===== config.mk =====
export PLATFORM = sky130hd
export DESIGN_NAME = ram_sync_scan
export DESIGN_NICKNAME = d
export VERILOG_FILES = /design/src/rtl/ram_sync_pkg.sv /design/src/rtl/ram_sync_scan_counter.sv /design/src/rtl/ram_sync_scan.sv
export SDC_FILE = /design/constraint.sdc
export NUM_CORES = 1
export LEC_CHECK = 0
export ABC_AREA = 1
export CORE_AREA = 10 10 63 65
export CTS_CLUSTER_SIZE = 40
export DETAILED_ROUTE_END_ITERATION = 12
export DIE_AREA = 0 0 73 75
export PLACE_DENSITY = 0.86
export SYNTH_ARGS = -nofsm -noshare
export SYNTH_HDL_FRONTEND = slang
export SYNTH_SLANG_ARGS = --single-unit

===== constraint.sdc =====
create_clock -name clk_2 -period 2.4 [get_ports clk_2]
set_clock_uncertainty 0.2 [all_clocks]
set_input_delay 0.48 -clock clk_2 [delete_from_list [all_inputs] [get_ports clk_2]]
set_output_delay 0.48 -clock clk_2 [all_outputs]
set_load 0.01 [all_outputs]

===== src/rtl/ram_sync_pkg.sv =====
// Shared constants, word/address types and the reset-contents function for ram_sync_scan.
package ram_sync_pkg;

   localparam int DEF_NBITS_DATA = 4;
   localparam int DEF_NBITS_ADDR = 2;
   localparam int DEF_INIT_STEP  = 3;
   localparam int DEF_SCAN_DIV   = 4;

   typedef logic [DEF_NBITS_DATA-1:0] data_t;
   typedef logic [DEF_NBITS_ADDR-1:0] addr_t;

   // Reset word for entry i: ((i+1)*step) truncated to nbits.
   function automatic logic [31:0] init_word(input int unsigned i,
                                             input int unsigned step,
                                             input int unsigned nbits);
      logic [63:0] prod;
      logic [63:0] mask;
      prod = 64'(i + 1) * 64'(step);
      mask = (64'd1 << nbits) - 64'd1;
      return 32'(prod & mask);
   endfunction

endpackage


===== src/rtl/ram_sync_scan_counter.sv =====
// Scan walker for ram_sync_scan: a SCAN_DIV-cycle prescaler that advances a wrapping address.
module scan_counter
   import ram_sync_pkg::*;
#(
   parameter int NBITS_ADDR = DEF_NBITS_ADDR,
   parameter int SCAN_DIV   = DEF_SCAN_DIV
) (
   input  logic                  clk_2,
   input  logic                  reset_n,
   input  logic                  scan_en,
   output logic [NBITS_ADDR-1:0] scan_addr
);

   localparam int PW = (SCAN_DIV > 1) ? $clog2(SCAN_DIV) : 1;

   logic [PW-1:0] presc;
   logic          wrap;

   assign wrap = (presc == PW'(SCAN_DIV - 1));

   // Disabling only freezes the walker; position is kept for the next enable.
   always_ff @(posedge clk_2) begin
      if (!reset_n) begin
         presc     <= '0;
         scan_addr <= '0;
      end else if (scan_en) begin
         if (wrap) begin
            presc     <= '0;
            scan_addr <= scan_addr + NBITS_ADDR'(1);
         end else begin
            presc <= presc + PW'(1);
         end
      end
   end

endmodule


===== src/rtl/ram_sync_scan.sv =====
// Synchronous lookup memory with registered read, lockable writes and an auto-scan read port.
// Define MEM_WRITE_FIRST_EN to bypass wr_data onto rd_data on a same-address read/write.
module ram_sync_scan
   import ram_sync_pkg::*;
#(
   parameter int NBITS_DATA = DEF_NBITS_DATA,
   parameter int NBITS_ADDR = DEF_NBITS_ADDR,
   parameter int INIT_STEP  = DEF_INIT_STEP,
   parameter int SCAN_DIV   = DEF_SCAN_DIV
) (
   input  logic                  clk_2,
   input  logic                  reset_n,
   input  logic                  rd_en,
   input  logic [NBITS_ADDR-1:0] rd_addr,
   output logic [NBITS_DATA-1:0] rd_data,
   output logic                  rd_valid,
   input  logic                  wr_en,
   input  logic [NBITS_ADDR-1:0] wr_addr,
   input  logic [NBITS_DATA-1:0] wr_data,
   input  logic                  wr_lock,
   output logic                  wr_err,
   input  logic                  scan_en,
   output logic [NBITS_ADDR-1:0] scan_addr,
   output logic [NBITS_DATA-1:0] scan_data
);

   localparam int DEPTH = 2 ** NBITS_ADDR;

   logic [NBITS_DATA-1:0] mem [DEPTH];
   logic [NBITS_DATA-1:0] rd_word;
   logic                  wr_do;

   assign wr_do = wr_en && !wr_lock;

`ifdef MEM_WRITE_FIRST_EN
   assign rd_word = (wr_do && (wr_addr == rd_addr)) ? wr_data : mem[rd_addr];
`else
   assign rd_word = mem[rd_addr];
`endif

   scan_counter #(
      .NBITS_ADDR (NBITS_ADDR),
      .SCAN_DIV   (SCAN_DIV)
   ) u_scan (
      .clk_2     (clk_2),
      .reset_n   (reset_n),
      .scan_en   (scan_en),
      .scan_addr (scan_addr)
   );

   // Reset reloads the default table and drops any read or write presented in that cycle.
   always_ff @(posedge clk_2) begin
      if (!reset_n) begin
         for (int i = 0; i < DEPTH; i++) begin
            mem[i] <= NBITS_DATA'(init_word(int'(i), int'(INIT_STEP), int'(NBITS_DATA)));
         end
         rd_data   <= '0;
         rd_valid  <= 1'b0;
         wr_err    <= 1'b0;
         scan_data <= NBITS_DATA'(init_word(0, int'(INIT_STEP), int'(NBITS_DATA)));
      end else begin
         if (wr_do) begin
            mem[wr_addr] <= wr_data;
         end
         wr_err   <= wr_en && wr_lock;
         rd_valid <= rd_en;
         if (rd_en) begin
            rd_data <= rd_word;
         end
         scan_data <= mem[scan_addr];
      end
   end

endmodule


== Word level (Yosys, flattened, before mapping) ==
Memories as Yosys holds them, arrays and structs flattened. A register that Yosys moved wholly into a read port is not among the register bits.
Cells that the tools add are included.
Operators by class
  equal/unequal tests: 1
  div/mod/pow operators: 0
  bitwise logic cells: 0
  reductions and logical operators: 7
  shift-type cells: 0
  multipliers: 0
  order comparisons: 0
  add/subtract/negate cells: 2
  multiplexer cells: 8
Operator list (number)
  two-way mux 1 bit: 5
  adder 2 x 1 -> 2 bit (second input constant): 2
  two-way mux 2 bit: 2
  two-way mux 4 bit: 1
  OR reduction 4 bit: 1
  logical NOT 1 bit: 3
  == test 2 bit (second input constant): 1
  logical AND 1 bit: 2
  AND reduction 2 bit: 1
Word-level totals
  bits in writable memories: 16
  logic and storage cells: 23
  flip-flop bits (word level): 6
  memory bits (read-only): 0
  latch bits: 0
  input port bits: 14
  memories: 1
Memories
  mem: words 4, bits a word 4, read ports 2, clocked after memory_dff 2, wr ports 4, RTL line ram_sync_scan.sv:29  | logic [NBITS_DATA-1:0] mem [DEPTH];

== Depth between registers and ports, before layout ==
  depth in word-level cells: 7
  depth in mapped cells: 6
  gate-level depth less buffers: 6

== Hierarchy ==
Synthesis repeated with hierarchy kept, for this count alone.
Second synthesis, totals
  cell total of the unflattened synthesis: 163
  area, all modules: 1368.8 um2
By module, submodules not included
  ram_sync_scan: sequential area each 680.7 um2, area an instance 1192.4 um2, cells each 140, instances 1
  scan_counter: sequential area each 80.1 um2, area an instance 176.4 um2, cells each 23, instances 1

== Worst setup path after synthesis ==
OpenSTA, ideal clock, no wires.
  kind: input-to-reg
  from: input port reset_n
  to: memory mem[0][0] (netlist bit) (enable)
  setup slack: 0.859 ns
  stages: 6
  data required time: 1.893 ns
  data arrival time: 1.033 ns
  path buffers: 0
  library setup time: 0.307 ns
  cell sequence: nand2_2 nor2_4 inv_2 nor2_4 nand2_2 nand2_1
RTL lines
  start, declared: RTL line ram_sync_scan.sv:12  | input logic reset_n,
  end, declared: RTL line ram_sync_scan.sv:29

== Worst setup path in the final report ==
  from: register u_scan.scan_addr[0]
  to: output port scan_addr[0]
RTL lines
  start, declared: RTL line ram_sync_scan_counter.sv:11  | output logic [NBITS_ADDR-1:0] scan_addr
  start signal, assigned: RTL line ram_sync_scan_counter.sv:29  | scan_addr <= scan_addr + NBITS_ADDR'(1);
  end, declared: RTL line ram_sync_scan.sv:23  | output logic [NBITS_ADDR-1:0] scan_addr,
No word-level cell between the ends.

==> impl_metrics.json <==
{
  "status": "finished, final reports clean",
  "grt-ovfl-total": 0,
  "fin_util": 0.616,
  "power.density_mw_per_mm2": 615,
  "grt_max_degree": 15,
  "hold_viol": 0,
  "synth_warnings": 0,
  "rr_endpoint": "u_scan.scan_addr[1]",
  "place_area_mm2": 0.00161,
  "period_share": 0.915,
  "max_stage_delay_ns": 0.62,
  "drt-pass1-iter-count": 4,
  "fin_setup_tns_ns": 0,
  "die_width_um": 73,
  "crit_slowest_cell": "clkdlybuf4s50_1",
  "synth-compound-area-share": 0.0561,
  "wl_per_cell_um": 13.0,
  "p_switching_mw": 0.253,
  "total_power_mw": 1.03,
  "reg2reg_slack_ns": 0.96,
  "clk_path_buf_depth": 2,
  "ir_drop_mv": 0.464,
  "num_rows": 19,
  "worst_slew_pin_slew_ns": 0.401,
  "rr_startpoint": "u_scan.scan_addr[0]",
  "cts_resized": 0,
  "drtAntennaViolNets": 0,
  "p_clk_frac": 0.293,
  "insertion_delay_ns": 0.32,
  "antenna_found_initial": 0,
  "ys_ff_latch": 30,
  "path_class": "reg2out",
  "yosys.area_share.xor_xnor": 0.0131,
  "setup_viol": 0,
  "worstPathMaxFanout": 11,
  "switching_share": 0.246,
  "slew_headroom": 0.732,
  "hpwl_um": 2230,
  "yosys.area_share.adder": 0.00935,
  "hold_path.class": "reg2reg",
  "multiInputGateArea_um2": 490,
  "synthMuxAreaShare": 0,
  "diodes": 0,
  "cts_sinks": 30,
  "crit_chain": "clkdlybuf4s50_1",
  "finalInstanceArea_mm2": 0.00167,
  "gp_congestion": 0.901,
  "hold_start": "u_scan.scan_addr[1]",
  "dieHeight_um": 75,
  "initial_core_util": 0.494,
  "syn_to_final_growth_pct": 24.9,
  "htree_levels": 2,
  "worst_setup_path_end_kind": "output pin",
  "clkTransAtPathRegs_ns": 0.09,
  "dieArea_mm2": 0.00548,
  "grt_pass1_wl_um": 4630,
  "cts_root_buf": "clkbuf_4",
  "ioPinCount": 26,
  "seqPwrFrac": 0.577,
  "synthDistinctLibCells": 18,
  "drt_iter0_markers": 112,
  "drc_errors": 0,
  "maxSlewViolCount": 0,
  "max_cap_violations": 0,
  "drive_gt1_frac": 0.0741,
  "synth-simple-area-share": 0.288,
  "drt_wl_total_um": 2860,
  "crit_arrival_ns": 1.51,
  "critPathBufInv": 1,
  "syn_area_mm2": 0.00134,
  "post_cts_buffers": 0,
  "viasPerCell": 5.15,
  "layout_min_cycle_time_ns": 2.19,
  "synth_top_family_by_area": "simple AND/OR/NAND/NOR gates",
  "cts_hold_buf": 0,
  "synth_cells": 159,
  "rsz0062_at_grt": "no",
  "required_ns": 1.72,
  "combPwrFrac": 0.130,
  "track_usage": 0.108,
  "start_kind": "flip-flop",
  "crit_start": "u_scan.scan_addr[0]",
  "core_area_mm2": 0.00271,
  "fillers": 238,
  "yosysSeqAreaShare": 0.569,
  "p_int_mw": 0.774,
  "grt_pass1_vias": 1059,
  "hold_end": "scan_data[1]",
  "hold_depth": 3,
  "synth_nets": 174,
  "syn_avg_cell_area_um2": 8.41,
  "register_area_um2": 761,
  "num_vias": 1132,
  "fin_nets": 203,
  "cts_made_buffers": 5,
  "tritoncts": "done",
  "fmax_ghz": 0.456,
  "rr_worst_depth": 4,
  "p_leak_nw": 0.724,
  "path_delay_family": "buffers and inverters",
  "portBuffers": 25
}
## routing by layer
metal | GRT usage | part of all wire
met1 | 0.114 | 0.42
met2 | 0.183 | 0.47
met3 | 0.0473 | 0.090
met4 | 0.0443 | 0.014
met5 | 0 | 0
## logic make-up (layout without fill, tap and decap cells)
logic type      count (synthesis)  in the layout
buf+inv                        21             51
compound gates                 15             15
fa+ha+maj                       1              1
xor+xnor                        2              2
simple gates                   90             90
flops                          30             30
## power by group through the flow
stage	Clock (mW)	Combinational, mW	Sequential [mW]
6_report	0.301	0.134	0.592
4_1_cts	0.310	0.134	0.592
3_5_place_dp	0	0.134	0.604
2_1_floorplan	0	0.0643	0.604
5_1_grt	0.330	0.150	0.595
3_3_place_gp	0	0.130	0.602
## metrics by stage
| stage | hold WS [ns] | setup slack, ns | std cells |
|---|---|---|---|
| floorplan | 0.294 | 0.859 | 159 |
| global placement | 0.306 | 0.261 | 212 |
| detailed placement | 0.315 | 0.219 | 212 |
| CTS | 0.333 | 0.189 | 220 |
| global route | 0.369 | 0.131 | 220 |
| finish | 0.333 | 0.205 | 220 |
## area by class of cell
cell class,count,area share
Clock buffer,6,0.0307
Clock inverter,2,0.00449
Inverter,17,0.0382
Multi-Input combinational cell,108,0.294
Sequential cell,30,0.455
Tap cell,31,0.0232
Timing Repair Buffer,26,0.154
## flip-flops by register name, summed over array words and instances, names as in the netlist
| name | cells |
|---|---|
| mem | 16 |
| wr_err | 1 |
| u_scan.scan_addr | 2 |
| scan_data | 4 |
| rd_valid | 1 |
| rd_data | 4 |
| u_scan.presc | 2 |
## layout by cell type (no fill, tap or decap), types with 2 or more instances in the layout
| cell | netlist | final |
|---|---|---|
| inv_1 | 15 | 15 |
| dfxtp_1 | 14 | 14 |
| nand2_1 | 51 | 51 |
| edfxtp_1 | 16 | 16 |
| nand2_2 | 3 | 3 |
| clkdlybuf4s50_1 | 0 | 25 |
| nor2_4 | 2 | 2 |
| clkinv_1 | 0 | 2 |
| nand3_1 | 17 | 17 |
| nor2_1 | 15 | 15 |
| clkbuf_4 | 0 | 5 |
| a21oi_1 | 7 | 7 |
| o21ai_0 | 8 | 8 |
| inv_2 | 2 | 2 |
## cell usage after synthesis
| master | n | share of area |
|---|---|---|
| a21oi_1 | 7 | 0.026 |
| buf_2 | 3 | 0.011 |
| buf_4 | 1 | 0.0056 |
| dfxtp_1 | 14 | 0.21 |
| edfxtp_1 | 16 | 0.36 |
| ha_1 | 1 | 0.0094 |
| inv_1 | 15 | 0.042 |
| inv_2 | 2 | 0.0056 |
| nand2_1 | 51 | 0.14 |
| nand2_2 | 3 | 0.014 |
| nand3_1 | 17 | 0.064 |
| nand4_1 | 1 | 0.0047 |
| nor2_1 | 15 | 0.042 |
| nor2_4 | 2 | 0.017 |
| nor3_1 | 1 | 0.0037 |
| o21ai_0 | 8 | 0.030 |
| xnor2_1 | 1 | 0.0065 |
| xor2_1 | 1 | 0.0065 |
## worst max-delay path by stage
stage              endpoint  slack [ns]  cells past startpoint
6_report       scan_addr[0]        0.21                      1
5_1_grt        scan_addr[0]        0.13                      1
4_1_cts        scan_addr[0]        0.19                      1
3_5_place_dp      mem[1][1]        0.22                      7
3_3_place_gp      mem[1][0]        0.26                      7
2_1_floorplan     mem[0][0]        0.86                      6
(Power assumes the default switching activity.)
